--- config.mk ---
export PLATFORM = sky130hd
export DESIGN_NAME = ctrl_exec_wb
export DESIGN_NICKNAME = d
export VERILOG_FILES = /design/src/rtl/ctrl_exec_wb.sv
export SDC_FILE = /design/constraint.sdc
export NUM_CORES = 1
export LEC_CHECK = 0
export ABC_AREA = 1
export BUFFER_PORTS_ARGS = -buffer_cell sky130_fd_sc_hd__buf_2
export CAP_MARGIN = 15
export CORE_MARGIN = 3
export CORE_UTILIZATION = 54
export DETAILED_ROUTE_END_ITERATION = 8
export PLACE_DENSITY = 0.85
export SYNTH_ARGS = -nofsm -noshare
export SYNTH_HDL_FRONTEND = slang
export SYNTH_SLANG_ARGS = --single-unit
export TNS_END_PERCENT = 1
--- constraint.sdc ---
create_clock -name clk -period 2.3 [get_ports clk]
set_input_delay 0.345 -clock clk [delete_from_list [all_inputs] [get_ports clk]]
set_output_delay 0.345 -clock clk [all_outputs]
set_load 0.02 [all_outputs]
--- src/rtl/ctrl_exec_wb.sv ---
// rtl/ctrl_exec_wb.sv - execute/write-back end of the control bus: PC, register write port, redirects, multiplier sequencing
module ctrl_exec_wb #(
    parameter int PC_W        = 12,
    parameter int MUL_TIMEOUT = 16
) (
    input  logic            clk,
    input  logic            rst,
    input  logic            valid_in,
    input  logic [15:0]     ctrl_in,
    input  logic [11:0]     regs_in,
    input  logic [15:0]     alu_result,
    input  logic            alu_zero,
    input  logic [15:0]     mul_result,
    input  logic            mul_done,
    output logic [PC_W-1:0] pc,
    output logic            reg_we,
    output logic [3:0]      reg_waddr,
    output logic [15:0]     reg_wdata,
    output logic            mul_start,
    output logic            stall,
    output logic            flush,
    output logic            err
);

    localparam int CNT_W = $clog2(MUL_TIMEOUT + 1);

    typedef enum logic [1:0] {S_IDLE, S_MUL_WAIT, S_MUL_WB} state_t;

    state_t           r_state;
    logic [PC_W-1:0]  r_pc;
    logic             r_reg_we;
    logic [3:0]       r_reg_waddr;
    logic [15:0]      r_reg_wdata;
    logic             r_mul_start;
    logic             r_stall;
    logic             r_flush;
    logic             r_err;
    logic [CNT_W-1:0] r_cnt;
    logic [3:0]       r_mul_dest;
    logic             r_mul_we;
    logic [15:0]      r_prod;

    logic             w_esc_cond;
    logic             w_esc_cp;
    logic [1:0]       w_fonte;
    logic             w_esc_reg;
    logic             w_mul;
    logic [PC_W-1:0]  w_pc_inc;
    logic [PC_W-1:0]  w_pc_br;
    logic [PC_W-1:0]  w_pc_jmp;
    logic             w_unused;

    assign w_esc_cond = ctrl_in[0];
    assign w_esc_cp   = ctrl_in[1];
    assign w_fonte    = ctrl_in[7:6];
    assign w_esc_reg  = ctrl_in[8];
    assign w_mul      = ctrl_in[10];
    assign w_pc_inc   = r_pc + PC_W'(1);
    assign w_pc_br    = r_pc + PC_W'($signed(regs_in[11:8]));
    assign w_pc_jmp   = PC_W'(regs_in);
    assign w_unused   = ^{ctrl_in[15:11], ctrl_in[9], ctrl_in[5:2]};

    always_ff @(posedge clk or posedge rst) begin
        if (rst) begin
            r_state     <= S_IDLE;
            r_pc        <= '0;
            r_reg_we    <= 1'b0;
            r_reg_waddr <= '0;
            r_reg_wdata <= '0;
            r_mul_start <= 1'b0;
            r_stall     <= 1'b0;
            r_flush     <= 1'b0;
            r_err       <= 1'b0;
            r_cnt       <= '0;
            r_mul_dest  <= '0;
            r_mul_we    <= 1'b0;
            r_prod      <= '0;
        end else begin
            r_reg_we    <= 1'b0;
            r_flush     <= 1'b0;
            r_mul_start <= 1'b0;
            case (r_state)
                S_IDLE: begin
                    if (valid_in) begin
                        if (w_mul) begin
                            // Destination is captured here so the write-back does not depend on the producer holding regs_in.
                            r_mul_start <= 1'b1;
                            r_stall     <= 1'b1;
                            r_cnt       <= '0;
                            r_mul_dest  <= regs_in[11:8];
                            r_mul_we    <= w_esc_reg;
                            r_state     <= S_MUL_WAIT;
                        end else begin
                            r_reg_we    <= w_esc_reg && (w_fonte != 2'b01);
                            r_reg_waddr <= regs_in[11:8];
                            r_reg_wdata <= alu_result;
                            if (w_fonte == 2'b11)
                                r_err <= 1'b1;
                            if (w_esc_cp) begin
                                case (w_fonte)
                                    2'b10: begin
                                        r_pc    <= w_pc_jmp;
                                        r_flush <= 1'b1;
                                    end
                                    2'b01: begin
                                        if (w_esc_cond && alu_zero) begin
                                            r_pc    <= w_pc_br;
                                            r_flush <= 1'b1;
                                        end else begin
                                            r_pc <= w_pc_inc;
                                        end
                                    end
                                    default: r_pc <= w_pc_inc;
                                endcase
                            end
                        end
                    end
                end
                S_MUL_WAIT: begin
                    if (mul_done) begin
                        r_prod  <= mul_result;
                        r_state <= S_MUL_WB;
                    end else if (r_cnt == CNT_W'(MUL_TIMEOUT - 1)) begin
                        r_err   <= 1'b1;
                        r_pc    <= w_pc_inc;
                        r_stall <= 1'b0;
                        r_state <= S_IDLE;
                    end else begin
                        r_cnt <= r_cnt + CNT_W'(1);
                    end
                end
                S_MUL_WB: begin
                    r_reg_we    <= r_mul_we;
                    r_reg_waddr <= r_mul_dest;
                    r_reg_wdata <= r_prod;
                    r_pc        <= w_pc_inc;
                    r_stall     <= 1'b0;
                    r_state     <= S_IDLE;
                end
                default: r_state <= S_IDLE;
            endcase
        end
    end

    assign pc        = r_pc;
    assign reg_we    = r_reg_we;
    assign reg_waddr = r_reg_waddr;
    assign reg_wdata = r_reg_wdata;
    assign mul_start = r_mul_start;
    assign stall     = r_stall;
    assign flush     = r_flush;
    assign err       = r_err;

endmodule

==> reports/metrics.yaml, run 1 <==
yosysTopAreaCell: "dfrtp_1"
grt_start_max_net_pins: 66
netlist.area_leader.share: 0.392
synthMuxAreaShare: 0.0434
power_uw: 6320
critical_path_class: "reg -> reg"
ys_warn_count: 0
synth.avg_cell_area_um2: 7.88
power_density_mw_per_mm2: 1270
post-cts-setup-buffers: 0
synth_commonest_cells: "nand2_1, dfrtp_1, inv_1, o21ai_0, nor2_1"
syn_area_mm2: 0.00415
ys_seq_area_frac: 0.392
ys_async_sr_fraction: 1.00
drt_first_pass_iters: 7
power_frac_seq: 0.312
coreArea_mm2: 0.00737
dr.first_iter.drc_count: 238
gr-total-overflow: 0
fin_util: 0.675
final-setup-viol-count: 0
syn_inst: 527
ant_nets: 0
wl_per_cell_um: 14.2
synth_top_family_by_area: "simple AND/OR/NAND/NOR gates"
synth_edf_count: 0
dieWidth_um: 93.7
drv_slew: 0
swShare: 0.440
synth_nets: 614
drc: 0
critPathLaunchType: "flip-flop"
hold_path.class: "in -> async"
status: "completed"
initial_utilization: 0.563
yosys.area_share.simple: 0.264
track_usage: 0.251
nets: 716
slew_headroom: 0.736
tritoncts: "done"
num_antenna_cells: 0
ys.flop_type: "dfrtp_1"
synth.most_common_cell: "nand2_1"
clkPwrFrac: 0.166
end_kind: "flip-flop"
cts_inserted_buffers: 9
vdd_drop_max_v: 0.000467
power_frac_comb: 0.523
critPathMaxStageDelay_ns: 0.46
clock_tree.root_cell: "clkbuf_8"
cp.required_ns: 2.55
ys_types: 42
synth-seq-cells: 65
synthAdderAreaFrac: 0.0681
clock_latency_ns: 0.35
ys_top_cells_by_area: "dfrtp_1, nand2_1, ha_1, inv_1, o21ai_0"
port_buffers: 91
timing.fmax_mhz: 503
rows: 31
drive_gt1_frac: 0.273
wirelength_mm: 10.4
cts_buffer_depth: 2
h-tree-depth: 3
skew_ns: 0.00901
die_y_um: 93.7
worst_pin_slew_ns: 0.395
rsz0062_at_grt: "false"
multiInputGateArea_mm2: 0.00221
maxCapViolCount: 0
synth_compound_area_frac: 0.138
min_period_ns: 1.99
fin_crit_sh: 0.865
syn_to_final_growth_pct: 19.8
crit_fanout: 6
seqCellArea_mm2: 0.00163
antenna_found_initial: 0
cts_resized: 0
ioPinCount: 102
worst_path_max_delay_cell: "dfrtp_1"
clk_pin_slew_ns: 0.08
p_int_uw: 3540
synth-xor-area-share: 0.0169
switching_power_uw: 2780
grt_pass1_wl_mm: 17.4
setup_tns_ns: 0
hold_buffers: 0
viasPerCell: 5.36
p_leak_uw: 0.00252
crit_top_cell: "nand2_1"
path_cells: "ha_1 > fa_1 > nand2_1 > nand2_1 > nand2_1 > inv_1 > nand2_1 > nand3b_1 > nand3_1 > nand2_1 > a21oi_1 > nor2_1"
final_hold_viol_count: 0
num_vias: 3929
cp_data_arrival_time_ns: 2.23
grt_pass1_vias: 3866
dp_hpwl_mm: 7.88
place_congestion: 0.918
clkSinkCount: 65
num-fill-cells: 596
dieArea_mm2: 0.00877
==> metrics by stage <==
| stage | hold slack, ns | setup WS, ns | instance area [µm²] | std cells |
|---|---|---|---|---|
| floorplan | 0.448 | 0.329 | 4150 | 527 |
| global placement | 0.438 | 0.373 | 4760 | 717 |
| detailed placement | 0.438 | 0.321 | 4760 | 717 |
| CTS | 0.0667 | 0.304 | 4970 | 733 |
| global route | 0.0752 | 0.104 | 4970 | 733 |
| finish | 0.0503 | 0.311 | 4970 | 733 |
==> final cells by class <==
class / count / area share
Multi-Input combinational cell: 386 / 0.445
Sequential cell: 65 / 0.327
Timing Repair Buffer: 104 / 0.114
Inverter: 63 / 0.0475
Clock buffer: 10 / 0.0257
Tap cell: 99 / 0.0249
Clock inverter: 6 / 0.0166
==> power groups by stage <==
stage | registers (µW) | logic (µW) | clock network (µW)
6_report | 1970 | 3300 | 1050
3_5_place_dp | 1980 | 3290 | 0
5_1_grt | 2030 | 3700 | 1120
3_3_place_gp | 1950 | 3150 | 0
4_1_cts | 1970 | 3300 | 1060
2_1_floorplan | 2280 | 2060 | 0
==> cell families (layout without fill, tap and decap cells) <==
| kind of cell | Yosys count | after routing |
|---|---|---|
| simple gates | 245 | 245 |
| fa+ha+maj | 22 | 22 |
| flops | 65 | 65 |
| mux | 16 | 16 |
| buf+inv | 76 | 183 |
| xor+xnor | 8 | 8 |
| compound gates | 95 | 95 |
==> per-layer routing <==
layer,GRT usage,vias to the layer above,wire length [µm],part of all wire
met5,0,-,0,0
met4,0.0999,0,296,0.028
met3,0.0473,29,628,0.060
met2,0.427,132,4930,0.47
met1,0.315,1849,4570,0.44
li1,-,1919,-,-
==> worst paths after layout <==
kind / endpoint / slack [ns] / start / cells after the start
worst max-delay path: pc[6] / 0.31 / pc[0] / 12
worst min-delay path: pc[3] / 0.05 / rst / 3
worst max register to register: pc[6] / 0.31 / pc[0] / 12
worst min register to register: err / 0.47 / err / 2
max in group asynchronous: stall / 1.96 / rst / 3
min in group clk: r_prod[8] / 0.23 / mul_result[8] / 2
==> flip-flops by register name (all words and copies together), names as in the netlist <==
signal and cells:
pc 12, r_cnt 5, r_mul_we 1, r_state 2, reg_waddr 4, mul_start 1, r_mul_dest 4, reg_we 1
reg_wdata 16, stall 1, r_prod 16, err 1, flush 1
==> layout by cell type (no fill, tap or decap), types with 2 or more instances in the layout <==
cell type and count:
inv_1 55, buf_2 91, ha_1 21, a22oi_1 2, nor2_4 3, bufinv_16 2
nand4_1 6, xor2_1 6, nand3b_1 4, o22ai_1 2, nor3_1 5, clkinv_2 3
nand3_1 22, o21bai_1 2, xnor2_1 2, a21oi_1 14, nor2_1 30, o21ai_1 6
mux2_2 16, o21ai_0 40, o21a_1 21, inv_2 8, nor3_2 2, dfrtp_1 65
clkbuf_8 9, nand2_2 3, or2_2 16, nand2_1 150, buf_4 12
==> critical path: cells and delay by family (launching register included) <==
kind	cells	cell delay [ns]
and+or+nand+nor	8	0.56
adders and majority gates	2	0.70
AOI/OAI and AO/OA	1	0.12
buffers and inverters	1	0.06
DFF	1	0.46
(Power assumes the default switching activity.)
==> run 2, diff against run 1 <==
==> constraint.sdc (replaced) <==
create_clock -name clk -period 2.3 [get_ports clk]
set_input_delay 0.46 -clock clk [delete_from_list [all_inputs] [get_ports clk]]
set_output_delay 0.46 -clock clk [all_outputs]
set_load 0.02 [all_outputs]
==> reports/metrics.yaml, run 2 (synthesis gave the netlist of run 1 again) <==
port_buffers: 91  # unchanged
die_y_um: 93.7  # unchanged
track_usage: 0.252  # +0.000982
min_period_ns: 2.01  # +0.0241 ns
p_leak_uw: 0.00252  # -0.20%
critical_path_class: "reg -> reg"
path_depth: 12  # unchanged
antenna_found_initial: 0  # unchanged
skew_ns: 0.00964  # +0.000630 ns
fin_cells: 732  # -0.14%
wirelength_mm: 10.8  # +3.4%
dp_cells: 716  # -0.14%
ff2ff_path_depth: 12  # unchanged
hold_slack_ns: 0.142  # +0.0912 ns
dr.first_iter.drc_count: 272  # +14%
cts_inserted_buffers: 9  # unchanged
clk_pin_slew_ns: 0.08  # about the same
cp_data_arrival_time_ns: 2.26  # +0.03 ns
final_hold_viol_count: 0  # unchanged
use_met3: 0.0465  # -0.000801
end_kind: "flip-flop"
cp.required_ns: 2.54  # about the same
crit_fanout: 6  # unchanged
placed_area_mm2: 0.00476  # -0.16%
top_usage_layer: "met2"
ant_nets: 0  # unchanged
place_congestion: 0.932  # +1.6%
h-tree-depth: 3  # unchanged
final-setup-viol-count: 0  # unchanged
path_cells: "ha_1 > fa_1 > nand2_1 > nand2_1 > nand2_1 > inv_1 > nand2_1 > nand3b_1 > nand3_1 > nand2_1 > a21oi_1 > nor2_1"
dp_slack_ns: 0.201  # -0.121 ns
tritoncts: "done"
rows: 31  # unchanged
grt_pass1_wl_mm: 17.6  # +0.95%
cts_resized: 0  # unchanged
hold_path.class: "in -> async"
post-cts-setup-buffers: 0  # unchanged
rsz0062_at_grt: "false"
grt_use_met2: 0.422  # -0.00476
final_cell_area_mm2: 0.00497  # unchanged
crit_top_cell: "nand2_1"
slew_headroom: 0.666  # -0.0699
nets: 715  # -0.14%
drive_gt1_frac: 0.273  # +0.000431
dp_hpwl_mm: 8.22  # +4.3%
drv_slew: 0  # unchanged
grt_pass1_vias: 3888  # +0.57%
coreArea_mm2: 0.00737  # unchanged
vdd_drop_max_v: 0.000442  # -5.4%
power_density_mw_per_mm2: 1280  # +0.68%
num_vias: 3959  # +0.76%
layout_commonest_cell: "nand2_1"
clkSinkCount: 65  # unchanged
fin_crit_sh: 0.875  # +0.0105
drt_first_pass_iters: 5  # -2
critPathMaxStageDelay_ns: 0.47  # about the same
wl_per_cell_um: 14.7  # +3.5%
critPathLaunchType: "flip-flop"
clock_tree.root_cell: "clkbuf_8"
mostFrequentLayoutCells: "nand2_1, buf_2, dfrtp_1"
crit_buf_inv: 1  # unchanged
gr-total-overflow: 0  # unchanged
dieWidth_um: 93.7  # unchanged
drc: 0  # unchanged
timing.fmax_mhz: 497  # -1.2%
setup_tns_ns: 0  # unchanged
initial_utilization: 0.563  # unchanged
worst_path_max_delay_cell: "dfrtp_1"
viasPerCell: 5.41  # +0.90%
grt_start_max_net_pins: 45  # -32%
num_antenna_cells: 0  # unchanged
dieArea_mm2: 0.00877  # unchanged
setup_ws_ns: 0.286  # -0.0241 ns
critPathTopFamily: "adder cells"
maxCapViolCount: 0  # unchanged
status: "completed"
syn_to_final_growth_pct: 19.8  # unchanged
hold_buffers: 0  # unchanged
ioPinCount: 102  # unchanged
cts_buffer_depth: 2  # unchanged
met1_usage: 0.322  # +0.00682
clock_latency_ns: 0.34  # about the same
worst_pin_slew_ns: 0.500  # +0.105 ns
## run 2: cell count changes in the layout (fill, tap and decap cells not counted)
| cell | change |
|---|---|
| clkinvlp_4 | +1 |
| clkbuf_1 | -1 |
| buf_4 | -1 |
| clkinv_2 | -1 |
| inv_6 | +1 |
## run 2: cell type report
cell class	instances	area, µm²
multi-input combinational	386	2210
timing repair buffer	103	558
clock buffer	9	124
tap	99	124
inverter	63	236
clock inverter	7	93.8
sequential	65	1630
fill	613	2400
## run 2: final timing paths
kind | from | to | slack, ns
max in group asynchronous | rst | r_cnt[2] | 1.55
min in group clk | mul_result[7] | r_prod[7] | 0.35
hold reg to reg | err | err | 0.46
setup reg to reg | pc[0] | pc[6] | 0.29
hold / removal | rst | r_mul_dest[0] | 0.14
setup / recovery | pc[0] | pc[6] | 0.29
## run 2: metal layers
layer | vias to the layer above | part of all wire | wire length, µm
li1 | 1909 | - | -
met1 | 1858 | 0.41 | 4430
met2 | 168 | 0.49 | 5330
met3 | 24 | 0.072 | 774
met4 | 0 | 0.023 | 249
met5 | - | 0 | 0
## run 2: power breakdown
part | total, µW | internal, µW | switching (µW)
logic | 3310 | 1280 | 2030
clock network | 1060 | 609 | 455
registers | 1990 | 1650 | 341
## run 2: metrics by stage
stage                     power [µW]   util
after floorplan                 4340      -
after global placement          5090  0.645
after detailed placement        5290  0.645
after CTS                       6370  0.675
after global routing            6860  0.675
final                           6370  0.675
